**src/rtl/gate_sweep_pkg.sv**
```systemverilog
// Shared definitions for the gate sweep tester: FSM encoding, count width,
// err_vec bit positions and a small population-count helper.
package gate_sweep_pkg;

    typedef logic [1:0] state_t;

    localparam state_t IDLE   = 2'd0;
    localparam state_t HOLD_S = 2'd1;
    localparam state_t CHECK  = 2'd2;
    localparam state_t DONE   = 2'd3;

    localparam int unsigned ERR_W  = 8;
    localparam int unsigned GATE_N = 5;

    localparam int unsigned IDX_ANOT   = 0;
    localparam int unsigned IDX_ABNAND = 1;
    localparam int unsigned IDX_ABAND  = 2;
    localparam int unsigned IDX_ABOR   = 3;
    localparam int unsigned IDX_ABXOR  = 4;

    function automatic logic [2:0] popcount5(input logic [GATE_N-1:0] v);
        logic [2:0] n;
        n = '0;
        for (int unsigned i = 0; i < GATE_N; i++) begin
            n = n + {2'b00, v[i]};
        end
        return n;
    endfunction

endpackage

```
**src/rtl/gate_sweep_ref.sv**
```systemverilog
// Combinational golden model: expected response of each gate under test
// for the current stimulus pair.
module gate_ref
    import gate_sweep_pkg::*;
(
    input  logic              a_i,
    input  logic              b_i,
    output logic [GATE_N-1:0] expected_o
);

    always_comb begin
        expected_o             = '0;
        expected_o[IDX_ANOT]   = ~a_i;
        expected_o[IDX_ABNAND] = ~(a_i & b_i);
        expected_o[IDX_ABAND]  = a_i & b_i;
        expected_o[IDX_ABOR]   = a_i | b_i;
        expected_o[IDX_ABXOR]  = a_i ^ b_i;
    end

endmodule

```
**src/rtl/gate_sweep.sv**
```systemverilog
// Sweeps {b,a} through 00,01,10,11, holds each vector, then checks five gate
// responses against gate_ref and accumulates saturating / sticky error status.
module gate_sweep
    import gate_sweep_pkg::*;
#(
    parameter int unsigned HOLD   = 4,
    parameter int unsigned PASSES = 1
) (
    input  logic             clock,
    input  logic             reset,
    input  logic             start,
    output logic             a,
    output logic             b,
    input  logic             anot,
    input  logic             abnand,
    input  logic             aband,
    input  logic             abor,
    input  logic             abxor,
    output logic             busy,
    output logic             done,
    output logic             pass,
    output logic [ERR_W-1:0] err_count,
    output logic [4:0]       err_vec
);

    localparam int unsigned HOLD_EFF  = (HOLD == 0) ? 1 : HOLD;
    localparam logic [7:0]  HOLD_LAST = 8'(HOLD_EFF - 1);
    localparam logic [3:0]  PASS_LAST = 4'(PASSES - 1);

    state_t             state_q, state_d;
    logic [1:0]         idx_q, idx_d;
    logic [7:0]         hcnt_q, hcnt_d;
    logic [3:0]         pcnt_q, pcnt_d;
    logic [ERR_W-1:0]   err_q, err_d;
    logic [GATE_N-1:0]  ev_q, ev_d;

    logic [GATE_N-1:0]  expected;
    logic [GATE_N-1:0]  response;
    logic [GATE_N-1:0]  mism;
    logic [ERR_W:0]     err_sum;
    logic [ERR_W-1:0]   err_sat;

    gate_ref u_ref (
        .a_i        (idx_q[0]),
        .b_i        (idx_q[1]),
        .expected_o (expected)
    );

    // Responses only matter during CHECK; masking here keeps X values out.
    always_comb begin
        response             = '0;
        response[IDX_ANOT]   = anot;
        response[IDX_ABNAND] = abnand;
        response[IDX_ABAND]  = aband;
        response[IDX_ABOR]   = abor;
        response[IDX_ABXOR]  = abxor;
        mism    = (state_q == CHECK) ? (response ^ expected) : '0;
        err_sum = {1'b0, err_q} + (ERR_W + 1)'(popcount5(mism));
        err_sat = err_sum[ERR_W] ? '1 : err_sum[ERR_W-1:0];
    end

    always_comb begin
        state_d = state_q;
        idx_d   = idx_q;
        hcnt_d  = hcnt_q;
        pcnt_d  = pcnt_q;
        err_d   = err_q;
        ev_d    = ev_q;
        case (state_q)
            IDLE, DONE: begin
                if (start) begin
                    state_d = HOLD_S;
                    idx_d   = '0;
                    hcnt_d  = '0;
                    pcnt_d  = '0;
                    err_d   = '0;
                    ev_d    = '0;
                end
            end
            HOLD_S: begin
                hcnt_d = hcnt_q + 8'd1;
                if (hcnt_q == HOLD_LAST) begin
                    state_d = CHECK;
                end
            end
            CHECK: begin
                err_d  = err_sat;
                ev_d   = ev_q | mism;
                hcnt_d = '0;
                if (idx_q != 2'd3) begin
                    idx_d   = idx_q + 2'd1;
                    state_d = HOLD_S;
                end else begin
                    pcnt_d = pcnt_q + 4'd1;
                    if (pcnt_q == PASS_LAST) begin
                        state_d = DONE;
                    end else begin
                        idx_d   = '0;
                        state_d = HOLD_S;
                    end
                end
            end
            default: state_d = IDLE;
        endcase
    end

    always_ff @(posedge clock) begin
        if (reset) begin
            state_q <= IDLE;
            idx_q   <= '0;
            hcnt_q  <= '0;
            pcnt_q  <= '0;
            err_q   <= '0;
            ev_q    <= '0;
        end else begin
            state_q <= state_d;
            idx_q   <= idx_d;
            hcnt_q  <= hcnt_d;
            pcnt_q  <= pcnt_d;
            err_q   <= err_d;
            ev_q    <= ev_d;
        end
    end

    // Stimulus comes straight from the vector index, so a/b only move when
    // the index does (on entry to HOLD_S) and hold 11 through DONE.
    assign a         = idx_q[0];
    assign b         = idx_q[1];
    assign busy      = (state_q == HOLD_S) || (state_q == CHECK);
    assign done      = (state_q == DONE);
    assign pass      = done && (err_q == '0);
    assign err_count = err_q;
    assign err_vec   = ev_q;

endmodule

```
**config.mk**
```make
export PLATFORM = sky130hd
export DESIGN_NAME = gate_sweep
export DESIGN_NICKNAME = d
export VERILOG_FILES = /design/src/rtl/gate_sweep_pkg.sv /design/src/rtl/gate_sweep_ref.sv /design/src/rtl/gate_sweep.sv
export SDC_FILE = /design/constraint.sdc
export NUM_CORES = 1
export LEC_CHECK = 0
export ABC_AREA = 1
export BUFFER_PORTS_ARGS = -buffer_cell sky130_fd_sc_hd__buf_2
export CAP_MARGIN = 20
export CORE_UTILIZATION = 60
export CTS_CLUSTER_DIAMETER = 40
export CTS_CLUSTER_SIZE = 24
export DETAILED_ROUTE_END_ITERATION = 8
export MAX_ROUTING_LAYER = met4
export PLACE_DENSITY = 0.88
export SYNTH_ARGS = -nofsm -noshare
export SYNTH_HDL_FRONTEND = slang
export SYNTH_SLANG_ARGS = --single-unit
```
**constraint.sdc**
```tcl
create_clock -name clock -period 8.39 [get_ports clock]
set_input_delay 1.678 -clock clock [delete_from_list [all_inputs] [get_ports clock]]
set_output_delay 1.678 -clock clock [all_outputs]
set_load 0.05 [all_outputs]
```
## Yosys cells after proc, flatten, opt, wreduce, memory -nomap -nowiden

Index checks and enable logic that the tools add are counted.

- Memories: 0
- Bits in read-only memories: 0
- Word-level logic and storage cells: 60
- Memory bits (writable): 0
- Flip-flop bits (word level): 29
- Input port bits: 8
- Bits in latches: 0

- $lt $le $gt $ge: 0
- Bitwise operators: 7
- Multiply operators: 0
- Eq/ne operators: 9
- Add/sub/neg operators: 8
- Divide/modulo/power cells: 0
- Reduce and logical (&&, ||, !) cells: 11
- Shift operators: 0
- Multiplexer cells: 19

Operators with widths:

| cell | number |
|---|---|
| 8-bit one-hot mux with 3 select lines | 1 |
| 8-bit 2-to-1 mux | 2 |
| 8-bit one-hot mux with 2 select lines | 1 |
| 2-bit 2-to-1 mux | 7 |
| 5-bit 2-to-1 mux | 2 |
| 5-bit one-hot mux with 2 select lines | 1 |
| 8-bit by 3-bit adder with 9-bit output | 1 |
| 8-bit by 1-bit adder with 8-bit output (second input constant) | 1 |
| 8-bit by 2-bit equality test with 1-bit output (second input constant) | 1 |
| 8-bit zero test | 1 |
| 4-bit 2-to-1 mux | 2 |
| 2-bit != test (second input constant) | 4 |
| 4-bit one-hot mux with 2 select lines | 1 |
| 3-bit by 1-bit adder with 3-bit output | 2 |
| 2-bit one-hot mux with 3 select lines | 1 |
| 3-bit AND reduction | 2 |
| 5-bit OR | 1 |
| 5-bit XOR | 1 |
| 4-bit by 1-bit adder with 4-bit output (second input constant) | 1 |
| 2-bit equality test (second input constant) | 2 |
| 4-bit zero test | 1 |
| 2-bit one-hot mux with 2 select lines | 1 |
| 2-bit AND reduction | 2 |
| 2-bit by 1-bit adder with 3-bit output | 1 |
| 13 further kinds | 14 |

## Depth between registers and ports, before layout

Gate-level depths: netlist of the first run.

- Depth after elaboration: 11
- Mapped depth: 16
- Mapped depth without buffers: 16

## Hierarchy

From an unflattened synthesis of the first run, not the netlist that was laid out.

- Cells, all modules: 256
- Area total of the unflattened synthesis: 1,804.2 sq um

Modules (own cells, without submodules):

| module | area each (sq um) | cells each | sequential area each (sq um) | times used |
|---|---|---|---|---|
| gate_sweep | 1,751.7 | 249 | 580.6 | 1 |
| gate_ref | 52.6 | 7 | 0.0 | 1 |

## Least setup slack after synthesis of the first run

OpenSTA, ideal clock, no wires.

- Path type: input to register
- Start: input port anot
- End: register err_q[2], in the netlist err_count[2]
- Data arrival time: 4.187 ns
- Slack: 4.070 ns
- Stages: 14
- Setup time: 0.132 ns
- Buffers on the path: 0
- Cell sequence: xor2_1 nor2_1 fa_1 fa_1 ha_1 fa_1 nand2_1 inv_1 nor2_1 nor2_1 nand2_1 o21ai_0 nand2_1 a21oi_1

- Cells in the longest elaborated chain, start to end: 9

RTL lines:

| what | line | source |
|---|---|---|
| from (decl) | gate_sweep.sv:14 | `input logic anot,` |
| 5-bit XOR | gate_sweep.sv:57 | `mism = (state_q == CHECK) ? (response ^ expected) : '0;` |
| 5-bit 2-to-1 mux | gate_sweep.sv:57 |  |
| 1-bit by 1-bit adder with 2-bit output | gate_sweep_pkg.sv:25 | `n = n + {2'b00, v[i]};` |
| 2-bit by 1-bit adder with 3-bit output | gate_sweep_pkg.sv:25 |  |
| 3-bit by 1-bit adder with 3-bit output (2 in a row) | gate_sweep_pkg.sv:25 |  |
| 8-bit by 3-bit adder with 9-bit output | gate_sweep.sv:58 | `err_sum = {1'b0, err_q} + (ERR_W + 1)'(popcount5(mism));` |
| 8-bit 2-to-1 mux | gate_sweep.sv:59 | `err_sat = err_sum[ERR_W] ? '1 : err_sum[ERR_W-1:0];` |
| 8-bit one-hot mux with 2 select lines | gate_sweep.sv:69 | `case (state_q)` |
| to (signal assigned) | gate_sweep.sv:120 | `err_q <= err_d;` |
| to (decl) | gate_sweep.sv:34 | `logic [ERR_W-1:0] err_q, err_d;` |

No other way between the ends.
A chain may end at the register's enable or synchronous reset.

## Worst setup path after layout of the first run

Ends and elaborated chain as after synthesis.

==> results of run 1 <==
[cells in the final DEF, fill, tap and decap left out, types with 2 or more instances in the layout]
cell type and n:
clkbuf_4 5, inv_1 29, xor2_1 3, dfxtp_1 29, nand4_1 6, o21ai_0 7
nand2_4 2, nor3_1 4, o21ai_1 3, nand3b_1 2, a21oi_1 23, a211oi_2 2
nand3_1 11, buf_2 25, nand2_1 51, fa_1 3, xnor2_1 3, ha_1 13
nor2_1 45, inv_2 3
[logic make-up (layout without fill, tap and decap cells)]
family / count (synthesis) / after routing / share of synthesized area, %
xor gates and xnor gates: 6 / 6 / 3.03
DFF: 29 / 29 / 33.5
and+or+nand+nor: 125 / 125 / 31.3
adders and majority gates: 16 / 16 / 12.8
buffers and inverters: 36 / 65 / 7.93
AOI/OAI and AO/OA: 36 / 36 / 11.5
[worst paths after layout]
| kind | from | endpoint | slack [ps] |
|---|---|---|---|
| max | anot | err_count[2] | 4060 |
| max reg2reg | state_q[0] | err_count[2] | 4730 |
| min reg2reg | pcnt_q[3] | pcnt_q[3] | 470 |
| min | pcnt_q[3] | pcnt_q[3] | 470 |
[per-stage QoR]
step,power [uW],util (%),instance area (sq um),hold slack [ps],setup slack (ps)
2_1_floorplan,430,-,1740,429,4070
3_3_place_gp,481,68.4,1890,444,3870
3_5_place_dp,491,68.4,1890,446,3750
4_1_cts,577,70.4,1940,462,4100
5_1_grt,617,70.4,1940,506,3800
6_report,575,70.4,1940,469,4060
[worst register-to-register path: stages, from the launching register on]
cell	delay [ps]
dfxtp_1	350
inv_1	90
ha_1	320
inv_2	140
nor2_1	170
fa_1	460
fa_1	490
ha_1	250
fa_1	390
nand2_1	80
inv_1	40
nor2_1	230
nor2_1	70
nand2_1	190
o21ai_0	130
nand2_1	70
a21oi_1	70
[layout make-up]
| type | count | area [sq um] | area share (%) |
|---|---|---|---|
| inverter | 33 | 124 | 6.38 |
| timing repair buffer | 25 | 125 | 6.45 |
| tap | 31 | 38.8 | 2.00 |
| sequential | 29 | 581 | 29.9 |
| multi-input combinational | 183 | 1020 | 52.4 |
| clock buffer | 7 | 55.1 | 2.84 |
[where the power goes]
group          internal (uW)  switching, uW  leakage (uW)  total (uW)
Combinational           87.4            219      0.000653         306
Clock                   39.5           48.2     0.0000314        87.7
Sequential               162           19.4      0.000235         182
[sequential cells by signal, summed over array words and instances, names as in the netlist]
name / flops
err_vec: 5
err_count: 8
idx_q: 2
pcnt_q: 4
hcnt_q: 8
state_q: 2
[metal layers]
layer | vias up | track usage [%] | wire length (um)
li1 | 849 | - | -
met1 | 767 | 32.5 | 1580
met3 | 7 | 6.51 | 195
met5 | - | - | 0
met2 | 48 | 42.0 | 1780
met4 | 0 | 12.9 | 76
[cell usage after synthesis, types with 2 or more instances]
cell       n
a21oi_1   23
nand3_1   11
a211oi_2   2
o21ai_1    3
o21ai_0    7
inv_1     29
xnor2_1    3
ha_1      13
nand2_1   51
xor2_1     3
nand3b_1   2
nor3_1     4
nor2_1    45
inv_2      3
fa_1       3
dfxtp_1   29
buf_2      2
nand4_1    6
nand2_4    2
==> impl_metrics.py, run 1 <==
metrics = {
    "grt": {
        "grt_usage_pct": 26.8,
        "grt_pass1_wl_um": 6390,
        "grt_pass1_vias": 1523,
        "grt_overflow": 0,
        "grt_antenna_before_repair": 0,
        "grt_max_degree": 18,
    },
    "clock_network": {
        "root_buffer": "clkbuf_4",
        "ctsResizeCount": 0,
        "post-cts-setup-buffers": 0,
        "clock-sinks": 29,
        "cts_tree": "done",
        "cts_hold_buf": 0,
        "htree_levels": 2,
        "clk_path_buf_depth": 2,
        "cts_buffers": 5,
        "cts.clk_slew.worst_paths_ps": 90,
        "worstSkewPairLatency_ps": 330,
    },
    "layout": {
        "fin_nets": 301,
        "area_growth_pct": 11.8,
        "post_layout_nonfiller_instances": 308,
        "drive_gt1_share_pct": 15.2,
        "n_fill_cell": 240,
        "antenna_cells": 0,
    },
    "floorplan": {
        "start_util_pct": 62.9,
        "io_pins": 26,
        "fp.dieW_um": 55.8,
        "die_h_um": 55.8,
        "rows": 19,
        "fp.coreArea_sq_um": 2760,
        "die-area_sq_um": 3110,
    },
    "placement": {
        "dp_hpwl_um": 2720,
        "dp_cells": 301,
        "gp_congestion": 0.865,
        "port_buffers": 25,
    },
    "drt": {
        "drtAntennaViolNets": 0,
        "drc": 0,
        "post_drt_wl_per_cell_um": 11.8,
        "vias": 1671,
        "initialDrtViolationCount": 69,
        "wirelength_um": 3630,
        "vias_per_cell": 5.43,
        "firstDrtPassIters": 4,
    },
    "logic_synthesis": {
        "synth_top_area_share_pct": 33.5,
        "yosysTopAreaCell": "dfxtp_1",
        "ys_seq_area_share_pct": 33.5,
        "ys_ff_latch": 29,
        "avgSynthCellArea_sq_um": 7.00,
        "synth_ff_type": "dfxtp_1",
        "synth_area_leaders": "dfxtp_1 (33%), nand2_1 (11%), nor2_1 (9.7%), ha_1 (9.4%), a21oi_1 (6.6%)",
        "async_flop_share_pct": 0,
        "ys_types": 26,
        "syn_inst": 248,
        "synth_edf_count": 0,
        "syn_area_sq_um": 1740,
        "syn-num-nets": 272,
        "yosysWarnings": 0,
    },
    "pwr": {
        "p_leak_uw": 0.000920,
        "powerDensity_nw_per_um2": 297,
        "irDropWorstVdd_uv": 332,
    },
    "critical_path": {
        "worst-path-stages": 15,
        "critical-path-top-delay-family": "adder cells",
        "crit_chain": "buf_2 -> xor2_1 -> nor2_1 -> fa_1 -> fa_1 -> ha_1 -> fa_1 -> nand2_1 -> inv_1 -> nor2_1 -> nor2_1 -> nand2_1 -> o21ai_0 -> nand2_1 -> a21oi_1",
        "cp_data_arrival_time_ps": 4540,
        "cp_slowest_cell": "fa_1",
        "start_kind": "primary input",
        "slowest_delay_ps": 490,
        "path_max_fanout": 7,
        "reg2reg_depth": 16,
        "worstPathRequired_ps": 8590,
        "worstSetupPathType": "in -> reg",
        "end_kind": "flop",
        "crit_buf_inv": 2,
    },
    "timing": {
        "finClkSkew_ps": 4.02,
        "rsz0062_at_grt": "no",
        "max_freq_mhz": 231,
        "fin_crit_ps": 4330,
        "relSlewSlack_pct": 59.9,
        "slew_viol_final": 0,
        "finalCritPeriodShare_pct": 51.7,
        "tns_ps": 0,
        "finalSetupViolations": 0,
        "worstMarginPinSlew_ps": 602,
        "hold_viol": 0,
    },
    "job": {
        "maxCapViolCount": 0,
    },
    "worst_hold_path": {
        "hold_depth": 1,
        "holdCritPathClass": "reg -> reg",
    },
    "outcome": {
        "status": "finished, final reports clean",
    },
}
Power figures use the tool's default switching activity.
==> run 2: changes to the inputs <==
--- a/config.mk
+++ b/config.mk
@@ -5,15 +5,15 @@
 export SDC_FILE = /design/constraint.sdc
 export NUM_CORES = 1
 export LEC_CHECK = 0
-export ABC_AREA = 1
+export ABC_AREA = 0
 export BUFFER_PORTS_ARGS = -buffer_cell sky130_fd_sc_hd__buf_2
 export CAP_MARGIN = 20
-export CORE_UTILIZATION = 60
+export CORE_UTILIZATION = 56
 export CTS_CLUSTER_DIAMETER = 40
 export CTS_CLUSTER_SIZE = 24
 export DETAILED_ROUTE_END_ITERATION = 8
 export MAX_ROUTING_LAYER = met4
-export PLACE_DENSITY = 0.88
+export PLACE_DENSITY = 0.84
 export SYNTH_ARGS = -nofsm -noshare
 export SYNTH_HDL_FRONTEND = slang
 export SYNTH_SLANG_ARGS = --single-unit
==> constraint.sdc (replaced) <==
create_clock -name clock -period 4.2 [get_ports clock]
set_input_delay 0.84 -clock clock [delete_from_list [all_inputs] [get_ports clock]]
set_output_delay 0.84 -clock clock [all_outputs]
set_load 0.05 [all_outputs]
==> run 2 against run 1 <==
- the flow now finishes with violations (design-rule violations)
- first-iteration DRC count up 8.7%
- critical path depth down 4
- setup slack worse by 3400 ps
- design area down 4.8%
- hold slack better by 1.9 ps
- die area up 4.4%
==> impl_metrics.py, run 2 <==
metrics = {
    "job": {
        "maxCapViolCount": 0,
    },
    "critical_path": {
        "worstPathRequired_ps": 4400,
        "rr_startpoint": "idx_q[0]",
        "reg2reg_depth": 11,
        "start_kind": "flop",
        "worstSetupPathType": "reg -> reg",
        "worstReg2RegEnd": "err_count[3]",
        "cp_data_arrival_time_ps": 3760,
        "rrSetupSlack_ps": 640,
        "path_max_fanout": 6,
        "end_kind": "flop",
    },
    "layout": {
        "multiInputGateArea_sq_um": 1020,
        "n_fill_cell": 246,
        "antenna_cells": 0,
        "register_area_sq_um": 581,
        "drive_gt1_share_pct": 17.7,
        "mostFrequentLayoutCells": "dfxtp_1 (29), buf_2 (25), nor2_1 (20)",
        "fin_area_sq_um": 1850,
        "post_layout_nonfiller_instances": 246,
        "area_growth_pct": 9.08,
        "layout.cells.most_common": "dfxtp_1",
        "fin_nets": 238,
        "fin_util_pct": 65.9,
    },
    "pwr": {
        "p_leak_uw": 0.000783,
        "powerDensity_nw_per_um2": 331,
        "power.total_uw": 611,
        "irDropWorstVdd_uv": 302,
    },
    "logic_synthesis": {
        "synth_ff_type": "dfxtp_1",
        "async_flop_share_pct": 0,
        "ys_types": 44,
        "synth_area_leaders": "dfxtp_1 (34%), ha_1 (9.6%), a21oi_1 (4.4%), nor2_1 (4.4%), xor2_1 (4.1%)",
        "yosysMostFrequentCell": "dfxtp_1",
        "syn-num-nets": 212,
        "ys_ff_latch": 29,
        "synth_edf_count": 0,
        "synth_common_cells": "dfxtp_1 (29), nor2_1 (20), a21oi_1 (15)",
        "avgSynthCellArea_sq_um": 9.01,
        "syn_inst": 188,
        "yosysTopAreaCell": "dfxtp_1",
        "ys_seq_area_share_pct": 34.3,
        "syn_area_sq_um": 1690,
        "yosysWarnings": 0,
        "synth_top_area_share_pct": 34.3,
    },
    "timing": {
        "finClkSkew_ps": 7.50,
        "max_freq_mhz": 281,
        "slew_viol_final": 0,
        "worstMarginPinSlew_ps": 680,
        "relSlewSlack_pct": 53.4,
        "fin_crit_ps": 3560,
        "finalSetupViolations": 0,
        "tns_ps": 0,
        "hold_viol": 0,
        "rsz0062_at_grt": "no",
        "finalCritPeriodShare_pct": 84.7,
    },
    "floorplan": {
        "die_h_um": 57,
        "fp.coreArea_sq_um": 2810,
        "io_pins": 26,
        "fp.dieW_um": 57,
        "start_util_pct": 60.4,
        "die-area_sq_um": 3250,
        "rows": 19,
    },
    "drt": {
        "vias": 1438,
        "initialDrtViolationCount": 75,
        "drtAntennaViolNets": 0,
        "wirelength_um": 3450,
        "drc": 6,
        "firstDrtPassIters": 7,
        "vias_per_cell": 5.85,
        "post_drt_wl_per_cell_um": 14.0,
    },
    "clock_network": {
        "cts_hold_buf": 0,
        "post-cts-setup-buffers": 0,
        "clk_path_buf_depth": 2,
        "clock-sinks": 29,
        "ctsResizeCount": 0,
        "cts.clk_slew.worst_paths_ps": 90,
        "cts_buffers": 5,
        "worstSkewPairLatency_ps": 330,
        "htree_levels": 2,
        "cts_tree": "done",
        "root_buffer": "clkbuf_4",
    },
    "grt": {
        "grt_overflow": 0,
        "grt_pass1_wl_um": 5870,
        "grt_usage_pct": 24.2,
        "grt_pass1_vias": 1302,
        "grt_max_degree": 18,
        "grt_antenna_before_repair": 0,
    },
    "worst_hold_path": {
        "whs_endpoint": "err_vec[0]",
        "min_from": "err_vec[0]",
        "hold_depth": 2,
        "holdCritPathClass": "reg -> reg",
    },
    "outcome": {
        "violations": "design-rule violations",
        "status": "complete, but fails checks",
    },
    "placement": {
        "place_area_sq_um": 1800,
        "dp_hpwl_um": 2480,
        "port_buffers": 25,
        "dp_cells": 238,
        "gp_congestion": 0.833,
    },
}
## run 2: worst max path at each step
stage,start,slack [ps],to,cells past startpoint
floorplan,idx_q[0],580,err_count[4],11
global placement,anot,570,err_count[7],11
detailed placement,anot,490,err_count[7],11
CTS,idx_q[0],640,err_count[3],11
global route,idx_q[0],380,err_count[3],11
finish,idx_q[0],640,err_count[3],11
## run 2: kinds of logic after synthesis
group,after synthesis,share of synthesized area [%]
multiplexers,3,1.85
adder cells (fa/ha/maj),16,13.1
AO/OA/AOI/OAI,37,14.5
buffers and inverters,14,5.39
AND/OR/NAND/NOR,75,23.6
XOR/XNOR,14,7.24
flip-flops,29,34.3
## run 2: cell type report
type	count	share of cell area, %
inverter	8	1.62
tap	31	2.10
multi-input combinational	145	55.3
timing repair buffer	25	6.77
clock inverter	2	0.542
sequential	29	31.4
clock buffer	6	2.23
## run 2: critical path: stages (launching register included)
cell      delay [ps]
dfxtp_1          430
ha_1             330
xor2_1           210
and2_1           170
fa_1             440
fa_1             490
ha_1             240
fa_1             410
a21oi_1          260
nor3_1           100
nand2b_1         210
a41oi_1          130
## run 2: power by group
part	switching (uW)	internal [uW]
registers	9.54	286
clock network	97.7	63.6
logic	107	47.3
total	214	397
## run 2: metal layers
layer  global-route usage [%]  vias to the layer above  share of wire (%)
li1                         -                      721                  -
met5                        -                        -                  0
met2                     33.9                       54                 44
met4                     13.9                        0                2.3
met3                     6.58                        9                6.7
met1                     31.3                      654                 47
## run 2: stage by stage
step	hold WS, ps	setup WS [ps]
final	471	643
after global routing	499	382
after global placement	455	570
after floorplan	449	578
after detailed placement	456	488
after CTS	479	636
